`config.mk`:
```
export PLATFORM = sky130hd
export DESIGN_NAME = iter_shift_unit_32bit
export DESIGN_NICKNAME = d
export VERILOG_FILES = /design/src/rtl/alu_shift_pkg.sv /design/src/rtl/shift_step_1bit.sv /design/src/rtl/iter_shift_unit_32bit.sv
export SDC_FILE = /design/constraint.sdc
export NUM_CORES = 1
export LEC_CHECK = 0
export ABC_AREA = 1
export ABC_CLOCK_PERIOD_IN_PS = 1300
export BUFFER_PORTS_ARGS = -buffer_cell sky130_fd_sc_hd__buf_2
export CAP_MARGIN = 20
export CORE_MARGIN = 5
export CORE_UTILIZATION = 35
export CTS_BUF_LIST = sky130_fd_sc_hd__clkbuf_16
export CTS_CLUSTER_DIAMETER = 80
export DETAILED_ROUTE_END_ITERATION = 10
export SLEW_MARGIN = 20
export SYNTH_ARGS = -nofsm -noshare
export SYNTH_HDL_FRONTEND = slang
export SYNTH_SLANG_ARGS = --single-unit
```
`constraint.sdc`:
```
create_clock -name clk -period 1.3 [get_ports clk]
set_input_delay 0.26 -clock clk [delete_from_list [all_inputs] [get_ports clk]]
set_output_delay 0.26 -clock clk [all_outputs]
set_load 0.01 [all_outputs]
```
`src/rtl/alu_shift_pkg.sv`:
```
// Shared shift-unit definitions: FSM encoding, direction codes, default widths.
package alu_shift_pkg;

    localparam int WIDTH_DEF = 32;
    localparam int SHW_DEF   = 5;

    typedef enum logic [1:0] {
        IDLE  = 2'd0,
        SHIFT = 2'd1,
        DONE  = 2'd2
    } state_t;

    localparam logic DIR_RIGHT = 1'b0;
    localparam logic DIR_LEFT  = 1'b1;

endpackage

```
`src/rtl/shift_step_1bit.sv`:
```
// Purpose: combinational one-position shift, left or right, with a caller-supplied fill bit.
// Latency: zero cycles, purely combinational.
// Backpressure: none; the caller owns all sequencing.
module shift_step_1bit
    import alu_shift_pkg::*;
#(
    parameter int WIDTH = WIDTH_DEF
) (
    input  logic [WIDTH-1:0] value,
    input  logic             dir,
    input  logic             fill,
    output logic [WIDTH-1:0] shifted
);

    // Right path is bit-identical to the logical right-shift stage when fill is 0.
    always_comb begin
        if (dir == DIR_LEFT) begin
            shifted = {value[WIDTH-2:0], fill};
        end else begin
            shifted = {fill, value[WIDTH-1:1]};
        end
    end

endmodule

```
`src/rtl/iter_shift_unit_32bit.sv`:
```
// Purpose: iterative shifter, one bit per clock for SHAMT cycles; ARITH_SHIFT_EN adds arithmetic right shift.
// Latency: start sampled at an edge, out_valid rises SHAMT edges later (immediately after it when SHAMT=0).
// Backpressure: Result and out_valid hold in DONE until out_ready; start is ignored while busy.
module iter_shift_unit_32bit
    import alu_shift_pkg::*;
#(
    parameter int WIDTH = WIDTH_DEF,
    parameter int SHW   = SHW_DEF
) (
    input  logic             clk,
    input  logic             rst_n,
    input  logic             start,
    input  logic [WIDTH-1:0] A,
    input  logic [SHW-1:0]   SHAMT,
    input  logic             DIR,
`ifdef ARITH_SHIFT_EN
    input  logic             ARITH,
`endif
    output logic             busy,
    output logic [WIDTH-1:0] Result,
    output logic             out_valid,
    input  logic             out_ready
);

    localparam logic [SHW-1:0] CNT_ONE = {{(SHW-1){1'b0}}, 1'b1};

    state_t           state_q, state_d;
    logic [WIDTH-1:0] res_q, res_d;
    logic [SHW-1:0]   cnt_q, cnt_d;
    logic             dir_q, dir_d;
    logic             fill;
    logic [WIDTH-1:0] step_out;

`ifdef ARITH_SHIFT_EN
    logic arith_q, arith_d;

    always_ff @(posedge clk or negedge rst_n) begin
        if (!rst_n) begin
            arith_q <= 1'b0;
        end else begin
            arith_q <= arith_d;
        end
    end

    always_comb begin
        arith_d = arith_q;
        if (state_q == IDLE && start) begin
            arith_d = ARITH;
        end
    end

    assign fill = (dir_q == DIR_RIGHT) && arith_q && res_q[WIDTH-1];
`else
    assign fill = 1'b0;
`endif

    shift_step_1bit #(.WIDTH(WIDTH)) u_step (
        .value   (res_q),
        .dir     (dir_q),
        .fill    (fill),
        .shifted (step_out)
    );

    always_ff @(posedge clk or negedge rst_n) begin
        if (!rst_n) begin
            state_q <= IDLE;
            res_q   <= '0;
            cnt_q   <= '0;
            dir_q   <= DIR_RIGHT;
        end else begin
            state_q <= state_d;
            res_q   <= res_d;
            cnt_q   <= cnt_d;
            dir_q   <= dir_d;
        end
    end

    always_comb begin
        state_d = state_q;
        res_d   = res_q;
        cnt_d   = cnt_q;
        dir_d   = dir_q;
        case (state_q)
            IDLE: begin
                if (start) begin
                    res_d   = A;
                    cnt_d   = SHAMT;
                    dir_d   = DIR;
                    state_d = (SHAMT != '0) ? SHIFT : DONE;
                end
            end
            SHIFT: begin
                res_d = step_out;
                cnt_d = cnt_q - CNT_ONE;
                if (cnt_q == CNT_ONE) begin
                    state_d = DONE;
                end
            end
            DONE: begin
                if (out_ready) begin
                    state_d = IDLE;
                end
            end
            default: state_d = IDLE;
        endcase
    end

    assign Result    = res_q;
    assign out_valid = (state_q == DONE);
    assign busy      = (state_q != IDLE);

endmodule
```
# == Word level (Yosys, flattened, before mapping) ==
# Cells that the tools add are included.
# Widths: inputs -> output; s select.
# totals
regBits,40
inputBits,42
output_inout_bits,34
word_cells,28
# op_classes
addsub,1
eq_ne,6
n_mux,10
n_reduce_logical,7
# op_table
operator,n
$mux 32,2
$pmux 32 s2,1
$pmux 5 s2,1
$mux 2,4
$pmux 2 s3,1
$eq 5x1->1 const B,1
$mux 5,1
$reduce_bool 5->1,1
$sub 5x1->5 const B,1
$ne 2x2->1 const B,2
$reduce_and 2->1,2
$reduce_bool 2->1,2
$reduce_and 3->1,1
$eq 2x1->1 const B,1
$eq 2x2->1 const B,1
$logic_not 2->1,1
$ne 2x1->1 const B,1

# == Longest topological paths before layout ==
# Gate-level depths: netlist of the first run.
# logic_depth
word_depth,4
ltp_mapped,7
depth_no_buf,7

# == By module ==
# Synthesis of the first run repeated with hierarchy kept, for this count alone.
# unflattened
hier_cells,357
area_unflattened_um2,2523.7
# by_module_without_submodules
mod,n_inst,cells_per_inst,area_each_um2,seq_area_each_um2
iter_shift_unit_32bit,1,253,2043.2,1001.0
shift_step_1bit,1,104,480.5,0.0

# == Worst setup path before layout of the first run ==
# Ideal clock, no wire load.
# synth_path
path_kind,register to register
start,register state_q[0]
end,register res_q[17] (netlist: Result[17])
setup_time_ns,0.127
t_arrival_ns,1.110
required_time_ns,1.173
path_slack_ns,0.063
path_stages_with_launch,7
path_buffers,3
period_less_slack_ns,1.237
cell_sequence,dfrtp_1 > buf_4 > o21ai_2 > buf_6 > buf_4 > nand2_1 > a21boi_1
# synth_between
elab_chain_len,3
word_cells_on_any_way,6
cone_classes,eq/ne (2); mux (1); reduce/logical (3)
# synth_rtl
element,line,rtl
start: declaration,iter_shift_unit_32bit.sv:27,"state_t state_q, state_d;"
start signal: assignment,iter_shift_unit_32bit.sv:71,state_q <= state_d;
$eq 2x1->1 / $logic_not 2->1 (equally long branches),iter_shift_unit_32bit.sv:83,case (state_q)
$reduce_bool 2->1 (no line) / $ne 2x2->1 (equally long branches),n/a,
$reduce_and 2->1 (no line),n/a,
end signal: assignment,iter_shift_unit_32bit.sv:72,res_q <= res_d;
end: declaration,iter_shift_unit_32bit.sv:28,"logic [WIDTH-1:0] res_q, res_d;"
# Parallel ways exist; a longest one is shown, timed or not.
# A chain may end at the register's enable or synchronous reset.

# == Worst setup path in the final report of the first run ==
# layout_path
start,register state_q[0]
end,register res_q[10] (netlist: Result[10])
# The elaborated chain is that of the path after synthesis.

==> run_results.csv, run 1 <==
group,metric,value,unit
run_status,status,"finished with violations",
run_status,violations,"setup timing",
worst_setup_path,required,1.45,ns
clocking,clk_pin_slew,0.06,ns
grt,grtUsageMet2,0.2672,
hold_path,worstHoldPathCells,3,
layout,diodes,0,
layout,layout_common_cells,"nand2_1 (83), buf_2 (73), inv_1 (72), nor2_1 (64), dfrtp_1 (37)",
power_and_ir_drop,power,0.009191,W
floorplanning,die_h,96.48,um
place,hpwl,5.018,mm
hold_path,hp-start,"A[31]",
worst_setup_path,reg2reg_depth,6,
detailed_routing,drtPass1Iterations,4,
grt,grt_util_met1,0.2020,
yosys,ys_seq_area_frac,0.3824,
worst_setup_path,worstReg2RegStart,"state_q[0]",
layout,multiInputGateArea,0.001234,mm2
layout,drive_above_1_share,0.2608,
worst_setup_path,arrival,1.50,ns
worst_setup_path,crit_fanout,13,
yosys,syn_avg_cell_area,6.906,um2
detailed_routing,vias,2563,
floorplanning,ios,76,
yosys,ys_types,19,
worst_setup_path,r2r-end,"Result[10]",
hold_path,min_path_type,"in2reg",
detailed_routing,postRouteAntennaNets,0,
clocking,cts_root_buf,"clkbuf_16",
worst_setup_path,path_class,"reg2reg",
timing,fin_crit_sh,1.034,
grt,use_met3,0.02789,
timing,slew_headroom,0.7991,
flow_run,max_cap_violations,0,
hold_path,hold_end,"Result[31]",
grt,antenna_found_initial,0,
yosys,yosysWarnings,0,
timing,whs,0.2514,ns
power_and_ir_drop,irDropWorstVdd,922.4,uV
floorplanning,initial_utilization,0.3609,
grt,grt_max_degree,31,
yosys,ys_ff_latch,40,
worst_setup_path,crit_path_start_kind,"flop",
yosys,syn_area,0.002618,mm2
floorplanning,dieArea,0.009308,mm2
grt,grt_remaining_overflow,0,
layout,syn_to_final_growth,32.70,%
grt,grt_pass1_wl,11.68,mm
place,pre_cts_ws,0.008004,ns
detailed_routing,wirelength,7.086,mm
detailed_routing,drcViolationCount,0,
floorplanning,die_width,96.48,um
clocking,clkLatencyLatePin,0.28,ns
grt,grt.total_usage,0.1579,
timing,layout_min_cycle_time,1.345,ns
place,placed_cell_area,0.003158,mm2
timing,fmax,0.7436,GHz
timing,rsz0062_at_grt,"yes",
place,io_buffers,75,
floorplanning,placementRows,31,
layout,fill_cells,754,
worst_setup_path,ff2ff_setup_slack,-0.04,ns
layout,seq_area,0.001005,mm2
layout,fin_nets,507,
detailed_routing,routed_via_density,4.552,
floorplanning,coreArea,0.007253,mm2
detailed_routing,routedWlPerCell,12.59,um
timing,finalMaxSlewViolations,0,
layout,final_common_cell,"nand2_1",
timing,worst_slew_pin_slew,0.3013,ns
place,gp_congestion,0.8725,
power_and_ir_drop,total_leakage_power,1.906,nW
clocking,cts_buffers,5,
clocking,cts_sinks,40,
yosys,netlist_instances,379,
timing,timing_hold_violations_final,0,
grt,busiest_layer,"met2",
yosys,synth_nets,423,
timing,finalSetupViolCount,18,
worst_setup_path,end_kind,"flop",
timing,finalSetupTns,-0.6139,ns
timing,setup_slack,-0.04477,ns
clocking,cts_tree,"yes",
power_and_ir_drop,powerDensity,2646,mW/mm2
clocking,htree_levels,2,
grt,grt_pass1_vias,2581,
clocking,cts-root-to-sink-buffers,2,
timing,fin_skew,0.005341,ns
detailed_routing,dr.first_iter.drc_count,80,
layout,fin_area,0.003473,mm2
==> Yosys cell counts <==
library cell  number  area share
a21boi_0           5       0.014
a21boi_1          25       0.072
a21oi_1            3      0.0057
a31oi_1            1      0.0024
buf_2              6       0.011
buf_4              5       0.014
buf_6              4       0.017
clkbuf_1           6      0.0086
dfrtp_1           40        0.38
ha_1               2      0.0096
inv_1             74        0.11
inv_2              2      0.0029
nand2_1           87        0.12
nand3_1           10       0.019
nor2_1            68       0.098
nor2_4             1      0.0043
o211ai_1          31       0.089
o21ai_0            8       0.015
o21ai_2            1      0.0033
==> where the power goes <==
| part | internal, W | switching [W] |
|---|---|---|
| Sequential | 0.00192 | 0.000621 |
| Clock | 0.000698 | 0.000490 |
| Combinational | 0.00245 | 0.00301 |
| Total | 0.00507 | 0.00412 |
==> what timing repair did <==
item	in CTS	in global routing
endpoints found under the setup margin	5	39
resized for setup	14	15
hold buffers	1	0
gates cloned	1	2
setup buffers	6	1
pin swaps	2	8
hold endpoints to repair	10	0
==> per-stage QoR <==
stage,utilization,instances
floorplan,-,379
global placement,0.4354,546
detailed placement,0.4354,546
CTS,0.4721,562
global route,0.4789,563
finish,0.4789,563
==> how the worst max path moves through the flow <==
stage / slack, ns / cells after the start / from / to
3_3_place_gp: 0.07 / 4 / state_q[0] / Result[22]
2_1_floorplan: 0.06 / 6 / state_q[0] / Result[17]
5_1_grt: -0.11 / 6 / state_q[0] / Result[3]
4_1_cts: -0.02 / 6 / state_q[0] / Result[10]
6_report: -0.04 / 6 / state_q[0] / Result[10]
3_5_place_dp: 0.008 / 5 / state_q[0] / Result[4]
==> worst max-delay path, stage by stage (launching register included) <==
cell and delay (ns):
dfrtp_2 0.42, buf_6 0.14, o21ai_4 0.21, buf_12 0.16
buf_12 0.13, nand2_1 0.05, a21boi_1 0.12
==> per-layer routing <==
layer  vias up  wire, um
li1       1333         -
met1      1149      3272
met2        68      3267
met3        13       407
met4         0       139
met5         -         0
==> area by class of cell <==
class / count / share of cell area
Timing Repair Buffer: 98 / 0.1978
Multi-Input combinational cell: 242 / 0.3552
Clock buffer: 5 / 0.03602
Inverter: 76 / 0.08213
Clock inverter: 3 / 0.003963
Sequential cell: 40 / 0.2893
Tap cell: 99 / 0.03566
==> cells by family after synthesis <==
| group | Yosys count | synth area share |
|---|---|---|
| adder cells (fa/ha/maj) | 2 | 0.009559 |
| AO/OA/AOI/OAI | 74 | 0.2017 |
| buffers and inverters | 97 | 0.1606 |
| flip-flops | 40 | 0.3824 |
| AND/OR/NAND/NOR | 166 | 0.2457 |
==> flip-flops by register name, indices dropped and copies added (netlist names) <==
| name | flops |
|---|---|
| Result | 32 |
| cnt_q | 5 |
| state_q | 2 |
| dir_q | 1 |
(Power assumes the default switching activity.)
==> run 2, diff against run 1 <==
- CORE_UTILIZATION: 35 -> 47
- PLACE_DENSITY: not set -> 0.76
==> run_results.csv, run 2 (synthesis gave the netlist of run 1 again) <==
group,metric,value,unit
run_status,status,"finished with violations",
run_status,violations,"setup timing",
power_and_ir_drop,seq_power_share,0.270,
place,hpwl,4.616,mm
clocking,cts_root_buf,"clkbuf_16",
layout,stdcell_count,539,
power_and_ir_drop,total_leakage_power,1.960,nW
place,pre_cts_ws,0.04833,ns
floorplanning,ios,76,
worst_setup_path,cp_top_family,"buffers and inverters",
grt,grt_max_degree,41,
worst_setup_path,required,1.46,ns
hold_path,hp-start,"DIR",
worst_setup_path,ff2ff_setup_slack,-0.05,ns
clocking,cts_buffers,5,
grt,antenna_found_initial,0,
power_and_ir_drop,swShare,0.4447,
grt,grt_pass1_vias,2497,
worst_setup_path,path_buf_inv,4,
worst_setup_path,r2r-end,"cnt_q[2]",
worst_setup_path,reg2reg_depth,7,
power_and_ir_drop,powerDensity,2692,mW/mm2
clocking,clkLatencyLatePin,0.28,ns
place,gp_congestion,0.8243,
timing,fmax,0.7423,GHz
worst_setup_path,crit_path_start_kind,"flop",
clocking,clk_pin_slew,0.06,ns
detailed_routing,wirelength,6.887,mm
detailed_routing,vias,2639,
layout,syn_to_final_growth,35.23,%
detailed_routing,drtPass1Iterations,4,
timing,fin_skew,0.002057,ns
place,io_buffers,75,
detailed_routing,dr.first_iter.drc_count,102,
layout,diodes,0,
detailed_routing,routedWlPerCell,12.78,um
grt,grt.total_usage,0.1896,
power_and_ir_drop,irDropWorstVdd,1390,uV
clocking,htree_levels,2,
floorplanning,coreArea,0.005473,mm2
detailed_routing,drcViolationCount,0,
power_and_ir_drop,clkPwrFrac,0.122,
worst_setup_path,cpPeakStageDelay,0.42,ns
layout,fill_cells,493,
hold_path,min_path_type,"in2reg",
worst_setup_path,arrival,1.50,ns
timing,finalSetupViolCount,35,
layout,multiInputGateArea,0.001264,mm2
timing,fin_crit_sh,1.036,
layout,final_common_cell,"nand2_1",
worst_setup_path,crit_cells,7,
worst_setup_path,cp_cell_sequence,"buf_6, o21ai_4, buf_12, buf_4, inv_4, nand3_1, o21ai_0",
grt,grt_remaining_overflow,0,
worst_setup_path,worstReg2RegStart,"state_q[0]",
place,place_inst,517,
worst_setup_path,end_kind,"flop",
clocking,cts_sinks,40,
layout,drive_above_1_share,0.2762,
flow_run,max_cap_violations,0,
floorplanning,dieArea,0.007161,mm2
timing,setup_slack,-0.04719,ns
clocking,cts-root-to-sink-buffers,2,
worst_setup_path,crit_fanout,10,
timing,layout_min_cycle_time,1.347,ns
clocking,cts_tree,"yes",
power_and_ir_drop,comb_power_share,0.607,
layout,seq_area,0.001005,mm2
floorplanning,die_width,84.63,um
layout,largest_reg_flops,32,
detailed_routing,routed_via_density,4.896,
worst_setup_path,endpoint,"cnt_q[2]",
layout,fin_nets,510,
worst_setup_path,path_class,"reg2reg",
timing,timing_hold_violations_final,0,
grt,grt_pass1_wl,11.24,mm
power_and_ir_drop,p_int,0.005292,W
layout,layout_common_cells,"nand2_1 (79), buf_2 (73), inv_1 (72), nor2_1 (65), dfrtp_1 (37)",
floorplanning,die_h,84.63,um
timing,finalMaxSlewViolations,0,
power_and_ir_drop,power_switching,0.004238,W
floorplanning,initial_utilization,0.4783,
timing,rsz0062_at_grt,"yes",
detailed_routing,postRouteAntennaNets,0,
worst_setup_path,slowest_stage,"dfrtp_2",
floorplanning,placementRows,27,
timing,worst_slew_pin_slew,0.3674,ns
timing,slew_headroom,0.7551,
worst_setup_path,cp-startpoint,"state_q[0]",
## run 2: cell types whose count changed in the layout (fill, tap and decap cells not counted), moves of 2 or more
cell      delta
nand2_1      -4
buf_4        +3
nand2_4      +3
a21boi_2     +2
buf_16       +2
buf_6        -2
inv_2        -2
inv_4        +2
## run 2: area by class of cell
type                    count  area share
clock buffers               5     0.03535
clock inverters             3    0.003888
inverters                  76     0.08201
multi-input cells         242      0.3570
flip-flops and latches     40      0.2838
well taps                  72     0.02545
repair buffers            101      0.2124
## run 2: power groups by stage
stage | logic [W] | clock network (W) | registers, W
final | 0.00579 | 0.00116 | 0.00258
after global routing | 0.00646 | 0.00125 | 0.00267
after CTS | 0.00528 | 0.00119 | 0.00256
after detailed placement | 0.00479 | 0 | 0.00257
after global placement | 0.00464 | 0 | 0.00255
after floorplan | 0.00322 | 0 | 0.00259
## run 2: repair_timing
item,4_1_cts,5_1_grt
hold endpoints to repair,40,0
endpoints found under the setup margin,2,40
hold buffers,1,0
pin swaps,2,6
resized for setup,17,19
gates cloned,1,4
setup buffers,6,2
## run 2: worst min path at each step
stage | endpoint | cells after the start | slack (ns)
2_1_floorplan | Result[0] | 0 | -0.04
3_3_place_gp | Result[7] | 2 | 0.25
3_5_place_dp | Result[8] | 2 | 0.25
4_1_cts | dir_q | 3 | 0.23
5_1_grt | dir_q | 2 | 0.25
6_report | dir_q | 3 | 0.23
## run 2: tightest hold or removal path, stage by stage
cell	delay (ns)
buf_2	0.10
inv_1	0.04
a31oi_1	0.07
## run 2: per-layer routing
metal	share of wire	up-vias	wire [um]	track usage
li1	-	1352	-	-
met2	0.50	77	3462	0.3274
met5	0	-	0	0
met4	0.014	0	95	0.04892
met1	0.42	1203	2908	0.2427
met3	0.061	7	420	0.03631
## run 2: through the flow
step	hold WS, ns	instance area (um2)	util	setup TNS [ns]	power (W)
floorplan	-0.03559	2618	-	0	0.005812
finish	0.2326	3540	0.6468	-0.6406	0.009530
global route	0.2476	3540	0.6468	-2.512	0.01038
CTS	0.2256	3379	0.6175	-0.04541	0.009028
global placement	0.2522	3109	0.5681	0	0.007186
detailed placement	0.2514	3109	0.5681	0	0.007352
==> run 3, diff against run 2 <==
- SKIP_LAST_GASP: not set -> 1
==> run_results.csv, run 3 (synthesis gave the netlist of run 1 again) <==
group,metric,value,unit
timing,finalSetupViolCount,40,
detailed_routing,drtPass1Iterations,5,
place,gp_congestion,0.8243,
grt,grt_remaining_overflow,0,
timing,timing_hold_violations_final,0,
clocking,cts_root_buf,"clkbuf_16",
place,io_buffers,75,
worst_setup_path,path_class,"reg2reg",
floorplanning,die_h,84.63,um
hold_path,worstHoldPathCells,3,
layout,fin_nets,509,
detailed_routing,vias,2676,
grt,grt_pass1_vias,2497,
flow_run,max_cap_violations,0,
layout,drive_above_1_share,0.2597,
clocking,cts_tree,"yes",
floorplanning,placementRows,27,
timing,layout_min_cycle_time,1.362,ns
timing,slew_headroom,0.7552,
worst_setup_path,slowest_stage,"dfrtp_2",
worst_setup_path,crit_fanout,13,
clocking,cts_sinks,40,
worst_setup_path,crit_path_start_kind,"flop",
clocking,clk_pin_slew,0.06,ns
timing,whs,0.2342,ns
worst_setup_path,required,1.45,ns
layout,multiInputGateArea,0.001235,mm2
detailed_routing,drcViolationCount,0,
worst_setup_path,arrival,1.51,ns
floorplanning,ios,76,
timing,fin_skew,0.001915,ns
layout,layout_common_cells,"nand2_1 (85), buf_2 (73), inv_1 (72), nor2_1 (65), dfrtp_1 (37)",
detailed_routing,dr.first_iter.drc_count,94,
clocking,htree_levels,2,
timing,rsz0062_at_grt,"yes",
timing,setup_slack,-0.06198,ns
layout,diodes,0,
hold_path,min_path_type,"in2reg",
worst_setup_path,reg2reg_depth,6,
run_status,status,"finished with violations",
floorplanning,dieArea,0.007161,mm2
grt,antenna_found_initial,0,
power_and_ir_drop,total_leakage_power,1.941,nW
grt,grt.total_usage,0.1896,
layout,largest_reg_flops,32,
floorplanning,coreArea,0.005473,mm2
timing,fmax,0.7342,GHz
detailed_routing,postRouteAntennaNets,0,
timing,fin_crit_sh,1.048,
clocking,clkLatencyLatePin,0.28,ns
detailed_routing,routed_via_density,4.974,
place,hpwl,4.616,mm
layout,syn_to_final_growth,33.70,%
layout,final_common_cell,"nand2_1",
detailed_routing,routedWlPerCell,12.91,um
layout,stdcell_count,538,
place,pre_cts_ws,0.04833,ns
grt,grt_pass1_wl,11.24,mm
timing,finalMaxSlewViolations,0,
layout,fill_cells,496,
clocking,cts-root-to-sink-buffers,2,
power_and_ir_drop,irDropWorstVdd,1365,uV
floorplanning,initial_utilization,0.4783,
run_status,violations,"setup timing",
layout,seq_area,0.001005,mm2
floorplanning,die_width,84.63,um
power_and_ir_drop,powerDensity,2689,mW/mm2
clocking,cts_buffers,5,
timing,worst_slew_pin_slew,0.3672,ns
worst_setup_path,cpPeakStageDelay,0.42,ns
detailed_routing,wirelength,6.944,mm
place,place_inst,517,
worst_setup_path,end_kind,"flop",
grt,grt_max_degree,41,
worst_setup_path,cp_cell_sequence,"buf_6, o21ai_4, buf_12, clkbuf_16, nand2_1, a21boi_1",
-- run 3: worst max-delay path: cells and delay by family, from the launching register on --
family	cells	cell delay, ns
AOI/OAI and AO/OA	2	0.28
buffers and inverters	3	0.48
DFF	1	0.42
and+or+nand+nor	1	0.05
-- run 3: through the flow --
stage / utilization / setup TNS (ns) / cell area (um2) / total power, W
finish: 0.6395 / -1.203 / 3500 / 0.009409
global route: 0.6395 / -3.157 / 3500 / 0.01027
CTS: 0.6171 / -0.06166 / 3377 / 0.009010
detailed placement: 0.5681 / 0 / 3109 / 0.007352
global placement: 0.5681 / 0 / 3109 / 0.007186
floorplan: - / 0 / 2618 / 0.005812
-- run 3: area by class of cell --
type / count / area share
clock buffers: 5 / 0.03575
clock inverters: 3 / 0.003933
multi-input cells: 242 / 0.3529
repair buffers: 100 / 0.2117
inverters: 76 / 0.08295
flip-flops and latches: 40 / 0.2871
well taps: 72 / 0.02574
-- run 3: worst paths after layout --
| kind | endpoint | slack, ns | from |
|---|---|---|---|
| min in group asynchronous | dir_q | 0.49 | rst_n |
| worst min-delay path | dir_q | 0.23 | DIR |
| worst min register to register | Result[31] | 0.52 | Result[31] |
| worst max-delay path | Result[10] | -0.06 | state_q[0] |
| max in group asynchronous | state_q[0] | 0.60 | rst_n |
| worst max register to register | Result[10] | -0.06 | state_q[0] |
-- run 3: repair_timing --
item                                    in CTS  in global routing
buffers inserted                             6                  2
endpoints found under the setup margin       2                 40
cloned                                       1                  3
gates resized for setup                     14                 12
pin swaps                                    2                  4
hold buffers                                 1                  0
hold endpoints to repair                    40                  0
-- run 3: per-layer routing --
metal / up-vias / global-route usage / part of all wire
met1: 1225 / 0.2427 / 0.43
li1: 1356 / - / -
met3: 13 / 0.03631 / 0.060
met2: 82 / 0.3274 / 0.50
met5: - / 0 / 0
met4: 0 / 0.04892 / 0.014
-- run 3: power by group --
part           internal, W  switching, W  leakage (nW)
Clock             0.000696      0.000461        0.0710
Combinational      0.00261       0.00306          1.41
Sequential         0.00192      0.000655         0.459
